==> config.mk <==
export PLATFORM = sky130hd
export DESIGN_NAME = argmax_stream
export DESIGN_NICKNAME = d
export VERILOG_FILES = /design/src/rtl/argmax_stream.sv
export SDC_FILE = /design/constraint.sdc
export NUM_CORES = 1
export LEC_CHECK = 0
export CAP_MARGIN = 20
export CORE_MARGIN = 1
export CORE_UTILIZATION = 55
export DETAILED_ROUTE_END_ITERATION = 7
export PLACE_DENSITY_LB_ADDON = 0.05
export SLEW_MARGIN = 15
export SYNTH_ARGS = -nofsm -noshare
export SYNTH_HDL_FRONTEND = slang
export SYNTH_SLANG_ARGS = --single-unit
==> constraint.sdc <==
create_clock -name clk -period 6.45 [get_ports clk]
set_input_delay 1.29 -clock clk [delete_from_list [all_inputs] [get_ports clk]]
set_output_delay 1.29 -clock clk [all_outputs]
set_load 0.02 [all_outputs]
==> src/rtl/argmax_stream.sv <==
// argmax_stream: streaming argmax over score vectors with valid/ready handshake.
// One score per accepted beat. Tracks the running maximum and its index, and
// posts {index, value} into a one-deep output register on the vector's last beat.
module argmax_stream #(
  parameter int DATA_WIDTH  = 8,
  parameter int INDEX_WIDTH = 8,
  parameter bit SIGNED      = 1'b0,
  parameter bit TIE_LAST    = 1'b1
) (
  input  logic                   clk,
  input  logic                   rst_n,
  input  logic [INDEX_WIDTH-1:0] cfg_length,
  input  logic                   abort,
  input  logic                   in_valid,
  output logic                   in_ready,
  input  logic [DATA_WIDTH-1:0]  in_value,
  output logic                   out_valid,
  input  logic                   out_ready,
  output logic [INDEX_WIDTH-1:0] out_index,
  output logic [DATA_WIDTH-1:0]  out_value,
  output logic                   busy
);

  logic [INDEX_WIDTH-1:0] elem_cnt, len_q, len_eff, len_cur, nxt_idx;
  logic [INDEX_WIDTH-1:0] best_idx;
  logic [DATA_WIDTH-1:0]  best, nxt_best;
  logic                   accept, first, last, gt, eq, win;

  // Handshake, compare and next-winner selection
  always_comb begin
    in_ready = (~out_valid | out_ready) & ~abort;
    accept   = in_valid & in_ready;
    first    = (elem_cnt == '0);
    // A length of 0 is treated as 1
    len_eff  = (cfg_length == '0) ? {{(INDEX_WIDTH-1){1'b0}}, 1'b1} : cfg_length;
    // The first beat uses the live config; later beats use the latched length
    len_cur  = first ? len_eff : len_q;
    last     = (elem_cnt == len_cur - 1'b1);
    if (SIGNED) gt = $signed(in_value) > $signed(best);
    else        gt = in_value > best;
    eq       = (in_value == best);
    // The first beat always loads; afterwards the tie policy picks >= or >
    win      = first | gt | (TIE_LAST & eq);
    nxt_best = win ? in_value : best;
    nxt_idx  = win ? elem_cnt : best_idx;
  end

  // Running maximum, element counter and latched vector length
  always_ff @(posedge clk or negedge rst_n) begin
    if (!rst_n) begin
      elem_cnt <= '0;
      best     <= '0;
      best_idx <= '0;
      len_q    <= '0;
    end else if (abort) begin
      elem_cnt <= '0;
      best     <= '0;
      best_idx <= '0;
    end else if (accept) begin
      if (first) len_q <= len_eff;
      best     <= nxt_best;
      best_idx <= nxt_idx;
      elem_cnt <= last ? '0 : elem_cnt + 1'b1;
    end
  end

  // One-deep result register; a new result overwrites in place
  always_ff @(posedge clk or negedge rst_n) begin
    if (!rst_n) begin
      out_valid <= 1'b0;
      out_index <= '0;
      out_value <= '0;
    end else if (accept && last) begin
      out_valid <= 1'b1;
      out_index <= nxt_idx;
      out_value <= nxt_best;
    end else if (out_ready) begin
      out_valid <= 1'b0;
    end
  end

  assign busy = (elem_cnt != '0);

endmodule

==> results.yml <==
run_status:
  status: "complete, no violations"
logic_synthesis:
  muxShareOfSynthArea_pct: 13.6
  synth_top_cell_by_area: "dfrtp_1"
  synth_compound_area_share_pct: 18.8
  synthCells: 271
  synth-async-reset-ratio_pct: 100
  ys_seq_area_share_pct: 42.1
  synth.distinct_cells: 45
  synth_top_family_by_area: "compound AO/OA/AOI/OAI gates"
  post_synth_and_or_nand_nor_area_fraction_pct: 11.4
  yosys.area_share.adder_pct: 4.72
  synth.area.top_cells: "dfrtp_1 42%, a22o_1 5.7%, mux2_2 5.4%, ha_1 4.7%, mux2i_1 4.1%"
  syn_area_per_cell_um2: 10.8
  synth_edf_count: 0
  synth_seq_cells: 49
  synth_top_cell_area_share_pct: 42.1
  yosys_warnings: 0
  ys.flop_type: "dfrtp_1"
  syn-num-nets: 303
  syn_area_um2: 2920
  synth_xor_xnor_area_share_pct: 3.91
setup_path:
  start_kind: "input pin"
  cp_slowest_stage_delay_ps: 580
  crit_path_start: "cfg_length[4]"
  cp_common_cell: "nor4_1"
  crit_fanout: 17
  critPathArrivalTime_ps: 4890
  crit_chain: "clkdlybuf4s50_1, nor4_1, a2111oi_4, or2_2, ha_1, nand3b_1, xnor2_1, nor2_1, a2111oi_2, and4_1, buf_4, nor4_1, a211o_1"
  path_class: "input pin to flop"
  critical_path_required_ps: 6650
  crit_path_top_delay_cell: "nor4_1"
  end_kind: "flop"
  worstReg2RegStart: "elem_cnt[0]$_DFFE_PN0P_"
routing:
  drtAntennaViolNets: 0
  drc_errors: 0
  dr.pass1.iters: 4
  drt_iter0_drc: 156
  wl_per_cell_um: 17.1
  vias: 2236
  drt-total-wl_mm: 6.41
  drt-vias-per-instance: 5.98
cts:
  cts_resized: 0
  cts_sinks: 49
  root_buffer: "clkbuf_8"
  hold_buffers: 0
  cts.clk_slew.worst_paths_ps: 100
  cts_tree: "yes"
  cts_buffers: 5
  clk_path_buf_depth: 2
  h-tree-depth: 2
  post-cts-setup-buffers: 0
  clk_latency_ps: 310
final_layout:
  final_common_cell: "dfrtp_1"
  regArea_um2: 1230
  diodes: 0
  fin_cells: 374
  area_delta_synth_final_pct: 17.6
  fin_nets: 335
  nFillCells: 438
  multiInputGateArea_um2: 1530
  post-route-util_pct: 67.1
  drive_gt1_share_pct: 14.1
  mostFrequentLayoutCells: "49 x dfrtp_1, 38 x clkdlybuf4s50_1, 19 x a22o_1"
floorplanning:
  io_pins: 40
  die_h_um: 74.8
  die_x_um: 74.8
  core_um2: 5110
  placementRows: 26
  die_area_um2: 5600
  start_util_pct: 57.1
timing:
  skew_ps: 6.84
  hold_viol: 0
  timing.slew.headroom_pct: 43.3
  finalMaxSlewViolations: 0
  setup_violations: 0
  max_freq_mhz: 213
  rsz0062_at_grt: "false"
  layout_setup_ws_ps: 1760
  worstMarginPinSlew_ps: 838
  hold_slack_ps: 511
  min_period_over_period_pct: 72.7
  period_needed_ps: 4690
  finalSetupTns_ps: 0
power_and_ir_drop:
  swShare_pct: 32.9
  pwr-share-seq_pct: 42.0
  p_leak_uw: 0.00156
  powerDensity_nw_per_um2: 273
  internal-power_uw: 629
  p_clk_share_pct: 24.3
  vdd.ir_drop.worst_uv: 146
  switchingPower_uw: 308
  pwr-share-comb_pct: 33.6
global_routing:
  overflow: 0
  antenna_found_initial: 0
  grt_max_degree: 50
  grt_use_total_pct: 24.7
  grt_pass1_wl_mm: 10.4
  grt_pass1_vias: 2050
place:
  dp_hpwl_mm: 4.46
  io_buffers: 39
  place_inst: 366
  pre_cts_ws_ps: 1480
  place_congestion: 0.904
worst_hold_path:
  hp-start: "best_idx[7]$_DFFE_PN0P_"
  hold_class: "flop to flop"
job:
  cap_violations: 0
==> kinds of logic (layout without fill, tap and decap cells) <==
logic type               after synthesis  in the layout
adder cells (fa/ha/maj)               11             11
XOR/XNOR                              13             13
buffers and inverters                 32             65
multiplexers                          34             34
flip-flops                            49             49
AO/OA/AOI/OAI                         73             73
AND/OR/NAND/NOR                       59             59
==> per-stage QoR <==
| stage | power (uW) | cell area (um^2) |
|---|---|---|
| floorplan | 604 | 2920 |
| global placement | 709 | 3310 |
| detailed placement | 712 | 3310 |
| CTS | 941 | 3420 |
| global route | 988 | 3430 |
| finish | 937 | 3430 |
==> registers in the layout, summed over array words and instances, names as in the netlist <==
name and count:
out_index 8, best_idx 8, best 8, elem_cnt 8, len_q 8, out_valid 1, out_value 8
==> path summary, 6_finish.rpt <==
check,slack (ps),depth (start not counted),endpoint
max in group asynchronous,5040,1,len_q[3]$_DFFE_PN0P_
min,510,1,best_idx[7]$_DFFE_PN0P_
max,1760,13,elem_cnt[4]$_DFFE_PN0P_
min in group asynchronous,980,1,out_index[6]$_DFFE_PN0P_
max reg2reg,2330,14,elem_cnt[4]$_DFFE_PN0P_
min reg2reg,510,1,best_idx[7]$_DFFE_PN0P_
==> synth_stat cells (2+ instances only) <==
| library cell | n |
|---|---|
| xnor2_1 | 8 |
| dfrtp_1 | 49 |
| nand2_1 | 10 |
| mux2_4 | 8 |
| o21ai_0 | 9 |
| ha_1 | 11 |
| or2_2 | 2 |
| buf_6 | 5 |
| nor2_1 | 12 |
| o211ai_1 | 2 |
| nand3_1 | 7 |
| buf_2 | 3 |
| mux2i_1 | 12 |
| nand2b_1 | 7 |
| nor4_1 | 6 |
| o21a_1 | 2 |
| o211a_1 | 2 |
| or3_1 | 2 |
| a21o_1 | 5 |
| xor2_1 | 5 |
| nor3_1 | 5 |
| a21oi_1 | 12 |
| a22o_1 | 19 |
| inv_1 | 13 |
| clkbuf_1 | 10 |
| mux2_2 | 14 |
| a211oi_1 | 6 |
| a31oi_1 | 8 |
==> layer usage <==
layer,global-route usage (%),share of wire [%],vias up
met1,35.5,48,1123
met4,6.50,1.0,0
met3,4.28,4.0,7
met5,0,0,-
li1,-,-,1051
met2,38.6,47,55
==> area by class of cell <==
cell class,instances,area share [%]
Sequential cell,49,35.8
Tap cell,70,2.56
Clock inverter,3,1.35
Multi-Input combinational cell,190,44.6
Timing Repair Buffer,43,12.2
Inverter,14,1.53
Clock buffer,5,2.01
==> critical path: cells and delay by family <==
family	cells	cell delay, ps
AOI/OAI and AO/OA	3	760
xor gates and xnor gates	1	120
adders and majority gates	1	260
buffers and inverters	2	780
and+or+nand+nor	6	1680
==> power by group through the flow <==
stage / Combinational, uW / Clock, uW / Sequential [uW]
2_1_floorplan: 194 / 0 / 410
3_3_place_gp: 310 / 0 / 399
3_5_place_dp: 314 / 0 / 398
4_1_cts: 316 / 232 / 393
5_1_grt: 342 / 243 / 402
6_report: 315 / 228 / 394
Power figures use the tool's default switching activity.
==> RTL change, RTL diff (config.mk and constraints unchanged) <==
The parameter `TIE_LAST` goes from 1'b1 to 1'b0.
--- a/src/rtl/argmax_stream.sv
+++ b/src/rtl/argmax_stream.sv
@@ -5,7 +5,7 @@
   parameter int DATA_WIDTH  = 8,
   parameter int INDEX_WIDTH = 8,
   parameter bit SIGNED      = 1'b0,
-  parameter bit TIE_LAST    = 1'b1
+  parameter bit TIE_LAST    = 1'b0
 ) (
   input  logic                   clk,
   input  logic                   rst_n,
Check against the original RTL: not equivalent (a bounded check fails within 4 cycles, from zero or initial values and one cycle with rst_n low).
==> RTL change against the unedited design <==
  * Combinational power down 15%
  * Final area down 2.5%
  * Routed wire length down 8.0%
  * Synthesized area down 2.3%
  * Total power down 12%
  * Sequential cell count unchanged
  * Setup slack better by 0.58 ns
  * Clock skew up 0.0038 ns
  * Largest power group unchanged
==> RTL change: results (changes against the unedited design) <==
Parameter                              Value

Synth
  Portion of the post-synthesis area used by sequential elements    0.430 (was 0.421)
  Count of cell types in the netlist    47 (was 45)
  Cell types occupying the most area after synthesis    sky130_fd_sc_hd__dfrtp_1 43%, sky130_fd_sc_hd__mux2i_1 6.0%, sky130_fd_sc_hd__a22o_1 5.5% (was sky130_fd_sc_hd__dfrtp_1 42%, sky130_fd_sc_hd__a22o_1 5.7%, sky130_fd_sc_hd__mux2_2 5.4%)

Run status
  Run status    complete, no violations (unchanged)

Timing
  Final worst clock skew    0.0106 ns (was 0.00684 ns)
  Timing-limited maximum frequency    244 MHz (was 213 MHz)
  Minimum hold slack    0.491 ns (was 0.511 ns)

Cells and area
  Count of multi-input combinational gates    210 (was 190)
  Fill cells    403 (was 438)
  Share of cell area taken by multi-input logic gates    0.441 (was 0.446)
  Non-Clock Inverter Count    16 (was 14)
  Number of signal-net buffers in the layout    41 (was 43)
  Filler-free cell count of the finished design    391 (was 374)
  Post-layout net count    355 (was 335)
  Clk tree area frac    0.0270 (was 0.0336)

Placement
  Post-detailed-placement cell area    0.00324 mm^2 (was 0.00331 mm^2)
  HPWL reported at the end of detailed placement    4310 um (was 4460 um)

Worst setup path
  Number of cells on the worst reg-to-reg path    13 (was 14)
  Crit Path Max Fanout    33 (was 17)
  Delay of the slowest cell on the worst path    0.52 ns (was 0.58 ns)
  Critical-path cell with the highest stage delay    sky130_fd_sc_hd__clkdlybuf4s50_1 (was sky130_fd_sc_hd__nor4_1)
  Origin of the worst setup path    cfg_length[3] (was cfg_length[4])

Worst hold path
  Launch instance of the worst min-delay path    len_q[0]$_DFFE_PN0P_ (was best_idx[7]$_DFFE_PN0P_)
  Worst hold stages    2 (was 1)
  Worst-case hold path end point    len_q[0]$_DFFE_PN0P_ (was best_idx[7]$_DFFE_PN0P_)

Drt
  First-pass detailed-route iteration total    5 (was 4)
  Number of DRC violations after detailed-routing iteration 0    92 (was 156)

Power and ir drop
  Reported leakage power    1.38 nW (was 1.56 nW)

Global routing
  Met2 usage    0.402 (was 0.386)
RTL change: changes by cell type after synthesis, sizes merged, moves of 5 or more:
cell    unedited run  this run
nand2             11        33
mux2i             12        18
o21ai              9        30
mux2              22         6
nand2b             7         2
RTL change: cells by family after synthesis:
| kind of cell | Yosys count | synth area share |
|---|---|---|
| AOI/OAI and AO/OA | 81 | 0.186 |
| xor gates and xnor gates | 10 | 0.0307 |
| adders and majority gates | 11 | 0.0483 |
| buffers and inverters | 31 | 0.0536 |
| DFF | 49 | 0.430 |
| muxes | 24 | 0.0883 |
| and+or+nand+nor | 84 | 0.162 |
RTL change: metal layers:
layer  vias up  routed length (um)
li1       1109                   -
met1      1049                2760
met2        53                2820
met3         6                 255
met4         0                  59
met5         -                   0
RTL change: power by group:
group	total, W	internal [W]	switching (W)
Combinational	0.000268	0.000123	0.000144
Sequential	0.000380	0.000343	0.0000374
Clock	0.000181	0.0000771	0.000104
Total	0.000829	0.000543	0.000286
